File: src/rtl/dffram_arb_pkg.sv
// Shared types and defaults for the DFFRAM instruction/data arbiter.
// Response owner encoding, default geometry and the address-window test.
package dffram_arb_pkg;

  typedef enum logic [1:0] {
    OWN_NONE  = 2'd0,
    OWN_INSTR = 2'd1,
    OWN_DATA  = 2'd2
  } owner_e;

  localparam int unsigned AW_DEFAULT        = 12;
  localparam logic [31:0] BASE_ADDR_DEFAULT = 32'h0000_0000;

  // True when addr lies in [base, base + 4*2**aw); the 33-bit offset catches addr < base.
  function automatic logic in_window(input logic [31:0] addr,
                                     input logic [31:0] base,
                                     input int unsigned aw);
    logic [32:0] off;
    off = {1'b0, addr} - {1'b0, base};
    return !off[32] && ((off[31:0] >> (aw + 2)) == 32'd0);
  endfunction

endpackage

File: src/rtl/dffram_arb_rr.sv
// Two-input round-robin picker; the pointer names the port that won the last conflict.
module dffram_arb_rr
  import dffram_arb_pkg::*;
(
  input  logic   clk_i,
  input  logic   rst_ni,
  input  logic   req_instr_i,
  input  logic   req_data_i,
  output logic   gnt_instr_o,
  output logic   gnt_data_o,
  output owner_e last_conflict_port_o
);

  owner_e last_q, last_d;

  always_ff @(posedge clk_i or negedge rst_ni) begin
    if (!rst_ni) begin
      last_q <= OWN_INSTR;
    end else begin
      last_q <= last_d;
    end
  end

  // Pointer moves only when both ports compete; lone requests leave it untouched.
  always_comb begin
    gnt_instr_o = 1'b0;
    gnt_data_o  = 1'b0;
    last_d      = last_q;
    if (req_instr_i && req_data_i) begin
      if (last_q == OWN_INSTR) begin
        gnt_data_o = 1'b1;
        last_d     = OWN_DATA;
      end else begin
        gnt_instr_o = 1'b1;
        last_d      = OWN_INSTR;
      end
    end else begin
      gnt_instr_o = req_instr_i;
      gnt_data_o  = req_data_i;
    end
  end

  assign last_conflict_port_o = last_q;

endmodule

File: src/rtl/dffram_arbiter.sv
// Shares one single-port DFFRAM between an instruction and a data port, one access per cycle.
// Define DFFRAM_ARB_RANGE_CHECK_EN to error out-of-window accesses instead of aliasing them.
module dffram_arbiter
  import dffram_arb_pkg::*;
#(
  parameter int unsigned AW        = AW_DEFAULT,
  parameter logic [31:0] BASE_ADDR = BASE_ADDR_DEFAULT
) (
  input  logic          clk_i,
  input  logic          rst_ni,
  input  logic          instr_req_i,
  input  logic [31:0]   instr_addr_i,
  output logic          instr_gnt_o,
  output logic          instr_rvalid_o,
  output logic [31:0]   instr_rdata_o,
  output logic          instr_err_o,
  input  logic          data_req_i,
  input  logic          data_we_i,
  input  logic [3:0]    data_be_i,
  input  logic [31:0]   data_addr_i,
  input  logic [31:0]   data_wdata_i,
  output logic          data_gnt_o,
  output logic          data_rvalid_o,
  output logic [31:0]   data_rdata_o,
  output logic          data_err_o,
  output logic          ram_en_o,
  output logic [3:0]    ram_we_o,
  output logic [AW-1:0] ram_a_o,
  output logic [31:0]   ram_di_o,
  input  logic [31:0]   ram_do_i
);

  // Handshake: gnt is combinational with req; a granted request gets exactly one
  // rvalid on the following cycle; an ungranted requester holds its request stable.

  logic   gnt_instr, gnt_data;
  logic   instr_in, data_in;
  owner_e owner_q, owner_d;
  logic   rd_q, rd_d;
  owner_e last_conflict_port;
  logic   unused_bits;

  dffram_arb_rr u_rr (
    .clk_i                (clk_i),
    .rst_ni               (rst_ni),
    .req_instr_i          (instr_req_i & rst_ni),
    .req_data_i           (data_req_i & rst_ni),
    .gnt_instr_o          (gnt_instr),
    .gnt_data_o           (gnt_data),
    .last_conflict_port_o (last_conflict_port)
  );

`ifdef DFFRAM_ARB_RANGE_CHECK_EN
  logic err_q, err_d;
  assign instr_in = in_window(instr_addr_i, BASE_ADDR, AW);
  assign data_in  = in_window(data_addr_i, BASE_ADDR, AW);
  assign err_d    = (gnt_instr && !instr_in) || (gnt_data && !data_in);

  always_ff @(posedge clk_i or negedge rst_ni) begin
    if (!rst_ni) begin
      err_q <= 1'b0;
    end else begin
      err_q <= err_d;
    end
  end

  assign instr_err_o = (owner_q == OWN_INSTR) && err_q;
  assign data_err_o  = (owner_q == OWN_DATA) && err_q;
`else
  assign instr_in    = 1'b1;
  assign data_in     = 1'b1;
  assign instr_err_o = 1'b0;
  assign data_err_o  = 1'b0;
`endif

  always_comb begin
    ram_en_o = 1'b0;
    ram_we_o = 4'b0000;
    ram_a_o  = '0;
    ram_di_o = 32'h0;
    owner_d  = OWN_NONE;
    rd_d     = 1'b0;
    if (gnt_instr) begin
      ram_en_o = instr_in;
      ram_a_o  = instr_addr_i[AW+1:2];
      owner_d  = OWN_INSTR;
      rd_d     = instr_in;
    end else if (gnt_data) begin
      ram_en_o = data_in;
      ram_a_o  = data_addr_i[AW+1:2];
      owner_d  = OWN_DATA;
      rd_d     = data_in && !data_we_i;
      if (data_in && data_we_i) begin
        ram_we_o = data_be_i;
        ram_di_o = data_wdata_i;
      end
    end
  end

  always_ff @(posedge clk_i or negedge rst_ni) begin
    if (!rst_ni) begin
      owner_q <= OWN_NONE;
      rd_q    <= 1'b0;
    end else begin
      owner_q <= owner_d;
      rd_q    <= rd_d;
    end
  end

  assign instr_gnt_o    = gnt_instr;
  assign data_gnt_o     = gnt_data;
  assign instr_rvalid_o = (owner_q == OWN_INSTR);
  assign data_rvalid_o  = (owner_q == OWN_DATA);
  assign instr_rdata_o  = (instr_rvalid_o && rd_q) ? ram_do_i : 32'h0;
  assign data_rdata_o   = (data_rvalid_o && rd_q) ? ram_do_i : 32'h0;

  // Address bits above the window and the pointer are observed only in some builds.
  assign unused_bits = ^{instr_addr_i, data_addr_i, BASE_ADDR, last_conflict_port};

endmodule

File: config.mk
export PLATFORM = sky130hd
export DESIGN_NAME = dffram_arbiter
export DESIGN_NICKNAME = d
export VERILOG_FILES = /design/src/rtl/dffram_arb_pkg.sv /design/src/rtl/dffram_arb_rr.sv /design/src/rtl/dffram_arbiter.sv
export SDC_FILE = /design/constraint.sdc
export NUM_CORES = 1
export LEC_CHECK = 0
export BUFFER_PORTS_ARGS = -buffer_cell sky130_fd_sc_hd__buf_2
export CORE_AREA = 2 2 99 101
export CTS_CLUSTER_DIAMETER = 150
export DETAILED_ROUTE_END_ITERATION = 10
export DIE_AREA = 0 0 101 103
export HOLD_SLACK_MARGIN = 0.1
export PLACE_DENSITY = 0.54
export SETUP_SLACK_MARGIN = 0.2
export SLEW_MARGIN = 20
export SYNTH_ARGS = -nofsm -noshare
export SYNTH_HDL_FRONTEND = slang
export SYNTH_SLANG_ARGS = --single-unit
File: constraint.sdc
create_clock -name clk_i -period 1.54 [get_ports clk_i]
set_clock_uncertainty 0.1 [all_clocks]
set_input_delay 0.462 -clock clk_i [delete_from_list [all_inputs] [get_ports clk_i]]
set_output_delay 0.462 -clock clk_i [all_outputs]
set_load 0.03 [all_outputs]
==> impl_metrics.env, run 1 <==
export IMPL_status="finished, violations left"
export IMPL_violations="negative setup slack"
export IMPL_ctsHoldBuffers=0
export IMPL_layout_nets=517
export IMPL_grt_setup_unrepaired="true"
export IMPL_synth_area_leaders="and3_1 (55%), a22o_1 (9.3%), dfrtp_1 (8.9%)"
export IMPL_wire_per_inst_microns=14.6
export IMPL_period_needed_ns=2.18
export IMPL_worstSetupEndpointType="output port"
export IMPL_drt_iter0_markers=14
export IMPL_clock_latency_ns=0.22
export IMPL_finish_instance_area_sq_um=4040
export IMPL_row_count=36
export IMPL_synth_edf_count=0
export IMPL_cts_sinks=5
export IMPL_fin_util_pct=42.7
export IMPL_grt_overflow_total=0
export IMPL_die_y_microns=103
export IMPL_ant_nets=0
export IMPL_gp_congestion=0.728
export IMPL_die_area_sq_um=10400
export IMPL_yosysSeqAreaShare_pct=11.2
export IMPL_pre_cts_slack_ns=-0.478
export IMPL_multi_input_area_sq_um=1440
export IMPL_clk_path_buf_depth=2
export IMPL_area_delta_synth_final_pct=258
export IMPL_portBuffers=213
export IMPL_first_global_vias=1989
export IMPL_power_density_nw_per_um2=512
export IMPL_cp_start_kind="flip-flop"
export IMPL_fin_crit_sh_pct=141
export IMPL_seqCellArea_sq_um=128
export IMPL_final_cells=493
export IMPL_ios=256
export IMPL_vdd_drop_max_mv=0.409
export IMPL_hold_violations=0
export IMPL_cts_root_buf="clkbuf_8"
export IMPL_synth_most_common_cell="and3_1"
export IMPL_final_setup_worst_slack_ns=-0.638
export IMPL_coreArea_sq_um=9460
export IMPL_cp_required_ns=0.98
export IMPL_numCtsBuffers=3
export IMPL_dpl_instance_area_sq_um=2920
export IMPL_vias_per_cell=4.36
export IMPL_synth_cell_types=23
export IMPL_fillers=899
export IMPL_dp_hpwl_microns=4240
export IMPL_clk_pin_slew_ns=0.03
export IMPL_synth_top_area_cell="and3_1"
export IMPL_hold_path_class="in -> async"
export IMPL_cp_arrival_ns=1.62
export IMPL_dr_total_vias=2150
export IMPL_firstDrtPassIters=4
export IMPL_fmax_ghz=0.459
export IMPL_drt_wl_total_microns=7210
export IMPL_p_leak_nw=1.97
export IMPL_final_setup_viol_count=117
export IMPL_grt_use_total_pct=10.6
export IMPL_ys_seq_elements=5
export IMPL_grt_pass1_wl_microns=9050
export IMPL_cts_tree="yes"
export IMPL_synth_common_cells="and3_1 (100), clkbuf_1 (13), a22o_1 (12)"
export IMPL_synth_area_sq_um=1130
export IMPL_chipWidth_microns=101
export IMPL_async_reset_ff_share_pct=100
export IMPL_final_max_slew_viol_count=0
export IMPL_drive_gt1_share_pct=96.3
export IMPL_antenna_found_initial=0
export IMPL_cp_max_fo=22
export IMPL_n_antenna_cell=0
export IMPL_start_util_pct=11.9
export IMPL_ys_flop_type="dfrtp_1"
export IMPL_synth_area_per_cell_sq_um=7.18
export IMPL_h_tree_depth=1
export IMPL_drc=0
export IMPL_dp_cells=471
export IMPL_maxCapViolCount=0
export IMPL_syn_inst=157
export IMPL_crit_type="reg -> out"
export IMPL_ys_warn_count=0
export IMPL_grt_start_max_net_pins=65
export IMPL_yosys_area_top_type_share_pct=55.5
## final timing paths
path	from	end	slack, ns	cells past startpoint
min reg2reg	u_rr.last_conflict_port_o[1]$_DFFE_PN0N_	u_rr.last_conflict_port_o[1]$_DFFE_PN0N_	0.38	2
max in group asynchronous	rst_ni	u_rr.last_conflict_port_o[0]$_DFFE_PN1N_	0.94	4
min in group clk_i	u_rr.last_conflict_port_o[1]$_DFFE_PN0N_	u_rr.last_conflict_port_o[1]$_DFFE_PN0N_	0.38	2
max	u_rr.last_conflict_port_o[0]$_DFFE_PN1N_	ram_di_o[26]	-0.64	6
max reg2reg	u_rr.last_conflict_port_o[0]$_DFFE_PN1N_	rd_q$_DFF_PN0_	0.18	5
min	rst_ni	owner_q[0]$_DFF_PN0_	0.20	4
## per-layer routing
metal	GRT usage [%]	routed length [microns]	up-vias
li1	-	-	1029
met1	11.8	2550	964
met2	20.8	3930	148
met3	1.90	623	9
met4	2.60	96	0
met5	0	0	-
## kinds of logic after synthesis
family | share of synthesized area [%]
AND/OR/NAND/NOR | 59.3
buffers and inverters | 13.7
AO/OA/AOI/OAI | 14.5
other | 0.333
multiplexers | 0.999
flip-flops | 11.2
## layout by cell type, fill, tap and decap left out
cell type	n
o21ai_0	1
clkbuf_1	1
a21o_1	1
buf_8	1
a22o_4	8
o211a_4	1
nand2_1	1
a21oi_4	1
buf_12	8
conb_1	2
dfrtp_2	1
a22o_2	4
nor2b_4	1
and3_4	100
inv_1	2
dfrtp_1	3
buf_2	95
buf_16	4
nand2_2	1
o21a_1	1
clkbuf_16	3
buf_4	7
a21oi_1	1
and2b_4	1
nand3_2	1
buf_6	123
dfstp_2	1
mux2_1	1
clkbuf_8	3
nand2b_4	1
## repair_timing
action                                  CTS  global route
endpoints found under the setup margin  118           119
resized for setup                       182            69
cloned                                    4             5
pin swaps                                 8             3
buffers inserted                          6             3
## power breakdown
part	switching, mW	internal, mW
Sequential	0.0258	0.178
Clock	0.0678	0.178
Combinational	0.800	0.819
Total	0.894	1.17
## through the flow
stage / hold WS, ns / TNS [ns] / power (mW)
after floorplan: 0.0664 / -13.59 / 1.08
after global placement: 0.367 / -29.63 / 1.35
after detailed placement: 0.373 / -31.57 / 1.38
after CTS: 0.195 / -58.02 / 1.91
after global routing: 0.201 / -62.94 / 2.19
final: 0.198 / -57.03 / 2.07
## flip-flops by register name, summed over array words and instances (netlist names)
| name | flops |
|---|---|
| owner_q | 2 |
| rd_q | 1 |
| u_rr.last_conflict_port_o | 2 |
## cell type report
type	instances	share of cell area (%)
Timing Repair Buffer	241	56.3
Multi-Input combinational cell	127	35.7
Tap cell	114	3.53
Inverter	2	0.186
Clock buffer	4	1.12
Sequential cell	5	3.16
## worst max-delay path, cell delays in order (launching register included)
cell	delay (ns)
dfstp_2	0.54
nand2b_4	0.08
a21oi_4	0.15
buf_12	0.14
buf_12	0.15
and3_4	0.19
buf_6	0.13
Note: power is estimated with default switching activity, not from simulation.
==> run 2, diff against run 1 <==
--- a/config.mk
+++ b/config.mk
@@ -8,8 +8,8 @@
 export BUFFER_PORTS_ARGS = -buffer_cell sky130_fd_sc_hd__buf_2
-export CORE_AREA = 2 2 99 101
+export CORE_AREA = 2 2 100 102
 export CTS_CLUSTER_DIAMETER = 150
 export DETAILED_ROUTE_END_ITERATION = 10
-export DIE_AREA = 0 0 101 103
+export DIE_AREA = 0 0 102 104
 export HOLD_SLACK_MARGIN = 0.1
-export PLACE_DENSITY = 0.54
+export PLACE_DENSITY = 0.53
 export SETUP_SLACK_MARGIN = 0.2
@@ -18,2 +18,3 @@
 export SYNTH_HDL_FRONTEND = slang
+export SYNTH_HIERARCHICAL = 1
 export SYNTH_SLANG_ARGS = --single-unit
==> constraint.sdc (replaced) <==
create_clock -name clk_i -period 1.54 [get_ports clk_i]
set_clock_uncertainty 0.1 [all_clocks]
set_input_delay 0 -clock clk_i [delete_from_list [all_inputs] [get_ports clk_i]]
set_output_delay 0 -clock clk_i [all_outputs]
set_load 0.03 [all_outputs]
==> impl_metrics.env, run 2 <==
export IMPL_ys_flop_type="dfrtp_1"
export IMPL_synth_edf_count=0
export IMPL_synth_area_sq_um=1150
export IMPL_chipWidth_microns=102
export IMPL_comb_power_share_pct=75.1
export IMPL_clk_pin_slew_ns=0.03
export IMPL_worstSetupEndpointType="output port"
export IMPL_firstDrtPassIters=2
export IMPL_dr_total_vias=2032
export IMPL_drive_gt1_share_pct=95.5
export IMPL_grt_start_max_net_pins=37
export IMPL_fin_crit_sh_pct=122
export IMPL_ys_seq_elements=5
export IMPL_die_y_microns=104
export IMPL_switching_share_pct=38.9
export IMPL_fmax_ghz=0.533
export IMPL_hold_violations=0
export IMPL_worstPathCellList="nor2b_4 -> a21oi_4 -> buf_6 -> buf_12 -> buf_8 -> a22o_4 -> buf_6"
export IMPL_final_cells=535
export IMPL_fillers=918
export IMPL_power_density_nw_per_um2=435
export IMPL_worst_path_largest_cell_delay_ns=0.52
export IMPL_clk_path_buf_depth=2
export IMPL_cts_root_buf="clkbuf_8"
export IMPL_pwr_share_clk_pct=13.7
export IMPL_area_delta_synth_final_pct=252
export IMPL_path_common_cell="buf_6"
export IMPL_syn_inst=154
export IMPL_grt_setup_unrepaired="true"
export IMPL_net_switching_power_uw=684
export IMPL_n_antenna_cell=0
export IMPL_drt_wl_total_microns=7530
export IMPL_gp_congestion=0.714
export IMPL_first_global_vias=2021
export IMPL_hold_path_class="in -> async"
export IMPL_violations="negative setup slack"
export IMPL_start_util_pct=12.0
export IMPL_final_common_cell="buf_6"
export IMPL_row_count=36
export IMPL_cp_start_kind="flip-flop"
export IMPL_dp_hpwl_microns=4620
export IMPL_final_setup_worst_slack_ns=-0.336
export IMPL_wire_per_inst_microns=14.1
export IMPL_vdd_drop_max_mv=0.364
export IMPL_cp_max_fo=7
export IMPL_clock_latency_ns=0.22
export IMPL_critPathSlowestCell="dfstp_2"
export IMPL_layout_nets=540
export IMPL_period_needed_ns=1.88
export IMPL_crit_type="reg -> out"
export IMPL_synth_area_per_cell_sq_um=7.45
export IMPL_antenna_found_initial=0
export IMPL_maxCapViolCount=0
export IMPL_drc=0
export IMPL_ys_warn_count=6
export IMPL_ios=256
export IMPL_yosysSeqAreaShare_pct=11.0
export IMPL_final_max_slew_viol_count=0
export IMPL_synth_cell_types=23
export IMPL_async_reset_ff_share_pct=100
export IMPL_synth_area_leaders="and2_1 (44%), and2_4 (15%), dfrtp_1 (8.7%)"
export IMPL_cp_arrival_ns=1.78
export IMPL_synth_most_common_cell="and2_1"
export IMPL_vias_per_cell=3.80
export IMPL_synth_common_cells="and2_1 (80), and2_4 (20), a22o_1 (11)"
export IMPL_status="finished, violations left"
export IMPL_grt_use_total_pct=11.8
export IMPL_portBuffers=213
export IMPL_h_tree_depth=1
export IMPL_grt_pass1_wl_microns=10000
export IMPL_dpl_instance_area_sq_um=2490
export IMPL_coreArea_sq_um=9550
export IMPL_ant_nets=0
export IMPL_synth_top_area_cell="and2_1"
export IMPL_drt_iter0_markers=23
export IMPL_cp_required_ns=1.44
export IMPL_p_leak_nw=2.13
export IMPL_final_setup_viol_count=100
export IMPL_cts_tree="yes"
export IMPL_dp_cells=496
export IMPL_yosys_area_top_type_share_pct=43.6
export IMPL_layout_common_cells="buf_6 (135), buf_2 (98), and2_4 (92)"
export IMPL_p_int_mw=1.07
export IMPL_grt_overflow_total=0
export IMPL_finish_instance_area_sq_um=4040
export IMPL_die_area_sq_um=10600
export IMPL_cts_sinks=5
export IMPL_p_seq_share_pct=11.2
export IMPL_numCtsBuffers=3
-- run 2: critical path, delay by kind of cell, from the launching register on --
family | cells | cell delay (ns)
flops | 1 | 0.52
compound gates | 2 | 0.32
buf+inv | 4 | 0.52
simple gates | 1 | 0.19
-- run 2: final timing paths --
path / from / to / slack [ns] / cells after the start
hold / removal: rst_ni / rd_q$_DFF_PN0_ / 0.15 / 3
hold reg to reg: u_rr/last_conflict_port_o[1]$_DFFE_PN0P_ / u_rr/last_conflict_port_o[1]$_DFFE_PN0P_ / 0.48 / 1
min in group clk_i: data_req_i / u_rr/last_conflict_port_o[0]$_DFFE_PN1P_ / 0.18 / 3
setup reg to reg: u_rr/last_conflict_port_o[0]$_DFFE_PN1P_ / rd_q$_DFF_PN0_ / -0.22 / 8
setup / recovery: u_rr/last_conflict_port_o[0]$_DFFE_PN1P_ / ram_a_o[7] / -0.34 / 7
max in group asynchronous: rst_ni / u_rr/last_conflict_port_o[0]$_DFFE_PN1P_ / 0.95 / 3
-- run 2: area by class of cell --
cell class                      instances  area (sq um)  area share [%]
Multi-Input combinational cell        133          1270            31.4
Timing Repair Buffer                  258          2420            60.0
Tap cell                              133           166            4.12
Clock buffer                            4          45.0            1.12
Inverter                                2          7.51           0.186
Sequential cell                         5           126            3.13
-- run 2: kinds of logic after synthesis --
group	synth area share, %
AOI/OAI and AO/OA	11.6
buffers and inverters	9.60
DFF	11.0
muxes	1.31
other	0.327
and+or+nand+nor	66.2
-- run 2: through the flow --
step           TNS [ns]  power (mW)  hold WS, ns  utilization, %  setup slack [ns]
6_report         -18.82        1.76        0.149            42.3            -0.336
2_1_floorplan     -5.69       0.736       -0.396               -            -0.149
5_1_grt          -25.33        1.85        0.192            42.3            -0.397
3_3_place_gp      -4.67        1.03       -0.189            26.1            -0.118
4_1_cts          -19.48        1.63        0.160            37.8            -0.341
3_5_place_dp      -6.42        1.04       -0.191            26.1            -0.159
-- run 2: what timing repair did --
action / CTS / global route
setup buffers: 19 / 5
hold buffers: 3 / 0
gates cloned: 7 / 1
hold endpoints to repair: 7 / 0
resized for setup: 235 / 117
endpoints found under the setup margin: 115 / 118
pin swaps: 22 / 48
-- run 2: power by group through the flow --
stage / Sequential (mW) / Clock (mW) / Combinational [mW]
floorplan: 0.195 / 0 / 0.541
global placement: 0.200 / 0 / 0.826
detailed placement: 0.202 / 0 / 0.842
CTS: 0.197 / 0.243 / 1.19
global route: 0.202 / 0.260 / 1.39
finish: 0.197 / 0.242 / 1.32
-- run 2: per-layer routing --
layer  wire length, microns  part of all wire (%)  vias to the layer above  track usage (%)
met5                      0                     0                        -                0
met4                     84                   1.1                        0             1.81
met3                    484                   6.4                        8             1.61
met2                   4520                    60                      110             25.2
met1                   2440                    32                      939             11.5
li1                       -                     -                      975                -
==> run 3, diff against run 2 <==
BUFFER_PORTS_ARGS = -buffer_cell sky130_fd_sc_hd__clkbuf_2   (was -buffer_cell sky130_fd_sc_hd__buf_2)
SLEW_MARGIN = 0   (was 20)
==> impl_metrics.env, run 3 (same netlist as run 2, synthesis figures left out) <==
export IMPL_status="finished, violations left"
export IMPL_violations="negative setup slack"
export IMPL_fmax_ghz=0.531
export IMPL_drt_iter0_markers=43
export IMPL_final_cells=518
export IMPL_die_y_microns=104
export IMPL_worstSetupEndpointType="output port"
export IMPL_hold_violations=0
export IMPL_fin_crit_sh_pct=122
export IMPL_first_global_vias=2015
export IMPL_gr_usage_met2_pct=25.1
export IMPL_grt_setup_unrepaired="true"
export IMPL_p_leak_nw=2.08
export IMPL_layout_nets=523
export IMPL_drc=0
export IMPL_dpl_instance_area_sq_um=2490
export IMPL_chipWidth_microns=102
export IMPL_cts_sinks=5
export IMPL_cp_start_kind="flip-flop"
export IMPL_net_switching_power_uw=652
export IMPL_layout_common_cells="buf_8 (99), clkbuf_2 (98), and2_4 (93)"
export IMPL_n_antenna_cell=0
export IMPL_cts_root_buf="clkbuf_8"
export IMPL_vias_per_cell=3.84
export IMPL_area_delta_synth_final_pct=253
export IMPL_ios=256
export IMPL_numCtsBuffers=3
export IMPL_drt_wl_total_microns=7490
export IMPL_grtUsageMet1_pct=11.4
export IMPL_final_max_slew_viol_count=0
export IMPL_use_met3_pct=1.48
export IMPL_maxCapViolCount=0
export IMPL_final_setup_viol_count=67
export IMPL_cts_tree="yes"
export IMPL_p_seq_share_pct=11.8
export IMPL_antenna_found_initial=0
export IMPL_comb_power_share_pct=73.7
export IMPL_die_area_sq_um=10600
export IMPL_grt_start_max_net_pins=37
export IMPL_power_density_nw_per_um2=411
export IMPL_dp_cells=496
export IMPL_row_count=36
export IMPL_pwr_share_clk_pct=14.5
export IMPL_switching_share_pct=39.1
export IMPL_grt_overflow_total=0
export IMPL_grt_pass1_wl_microns=10000
export IMPL_firstDrtPassIters=4
export IMPL_clk_pin_slew_ns=0.04
export IMPL_dp_hpwl_microns=4610
export IMPL_h_tree_depth=1
export IMPL_finish_instance_area_sq_um=4050
export IMPL_grt_use_total_pct=12.0
export IMPL_crit_type="reg -> out"
export IMPL_cp_arrival_ns=1.78
export IMPL_gp_congestion=0.716
export IMPL_wire_per_inst_microns=14.5
export IMPL_final_common_cell="buf_8"
export IMPL_reg2reg_depth=6
export IMPL_vdd_drop_max_mv=0.354
export IMPL_start_util_pct=12.0
export IMPL_final_setup_worst_slack_ns=-0.343
export IMPL_coreArea_sq_um=9550
export IMPL_grt_busiest_layer="met2"
export IMPL_ant_nets=0
export IMPL_clk_path_buf_depth=2
export IMPL_hold_path_class="in -> async"
export IMPL_period_needed_ns=1.88
export IMPL_cp_max_fo=18
export IMPL_drive_gt1_share_pct=94.5
export IMPL_portBuffers=213
export IMPL_cp_required_ns=1.44
export IMPL_clock_latency_ns=0.22
export IMPL_p_int_mw=1.01
export IMPL_dr_total_vias=1989
[run 3: path summary, 6_finish.rpt]
kind,startpoint,to,slack [ns]
worst max-delay path,u_rr/last_conflict_port_o[0]$_DFFE_PN1P_,ram_di_o[26],-0.34
worst min-delay path,rst_ni,rd_q$_DFF_PN0_,0.16
worst max register to register,u_rr/last_conflict_port_o[0]$_DFFE_PN1P_,owner_q[1]$_DFF_PN0_,-0.03
worst min register to register,u_rr/last_conflict_port_o[0]$_DFFE_PN1P_,u_rr/last_conflict_port_o[0]$_DFFE_PN1P_,0.46
max in group asynchronous,rst_ni,u_rr/last_conflict_port_o[0]$_DFFE_PN1P_,0.93
min in group clk_i,data_req_i,u_rr/last_conflict_port_o[0]$_DFFE_PN1P_,0.17
[run 3: critical path, cell delays in order, from the launching register on]
cell	delay [ns]
dfstp_2	0.52
nor2b_4	0.19
o21a_4	0.14
and3b_2	0.25
clkbuf_16	0.19
and2_4	0.15
buf_8	0.11
[run 3: layout make-up]
cell class                      instances  area [sq um]
Inverter                                2          7.51
Sequential cell                         5           126
Fill cell                             896          5500
Timing Repair Buffer                  241          2520
Clock buffer                            4          45.0
Tap cell                              133           166
Multi-Input combinational cell        133          1190
[run 3: power groups by stage]
stage | Combinational, mW | Sequential, mW | Clock [mW]
2_1_floorplan | 0.541 | 0.195 | 0
3_3_place_gp | 0.829 | 0.200 | 0
3_5_place_dp | 0.842 | 0.200 | 0
4_1_cts | 1.09 | 0.197 | 0.244
5_1_grt | 1.30 | 0.202 | 0.261
6_report | 1.23 | 0.197 | 0.241
[run 3: what timing repair did]
action                                  4_1_cts  5_1_grt
resized for setup                           260      139
pin swaps                                    29       35
hold buffers                                  3        0
cloned                                        3        4
endpoints found under the setup margin      115      117
buffers inserted                              6        2
endpoints found under the hold margin         7        0
[run 3: per-stage QoR]
step                      util (%)  hold WS, ns  setup WS [ns]  power (mW)  setup TNS, ns
final                         42.4        0.163         -0.343        1.67         -15.31
after CTS                     39.1        0.162         -0.357        1.53         -15.88
after detailed placement      26.1       -0.187         -0.156        1.04          -6.05
after floorplan                  -       -0.396         -0.149       0.736          -5.69
after global placement        26.1       -0.188         -0.128        1.03          -5.13
after global routing          42.4        0.202         -0.407        1.76         -21.61
[run 3: routing by layer]
| layer | wire length, microns | part of all wire [%] |
|---|---|---|
| met1 | 2510 | 34 |
| met2 | 4380 | 58 |
| met3 | 473 | 6.3 |
| met4 | 127 | 1.7 |
| met5 | 0 | 0 |
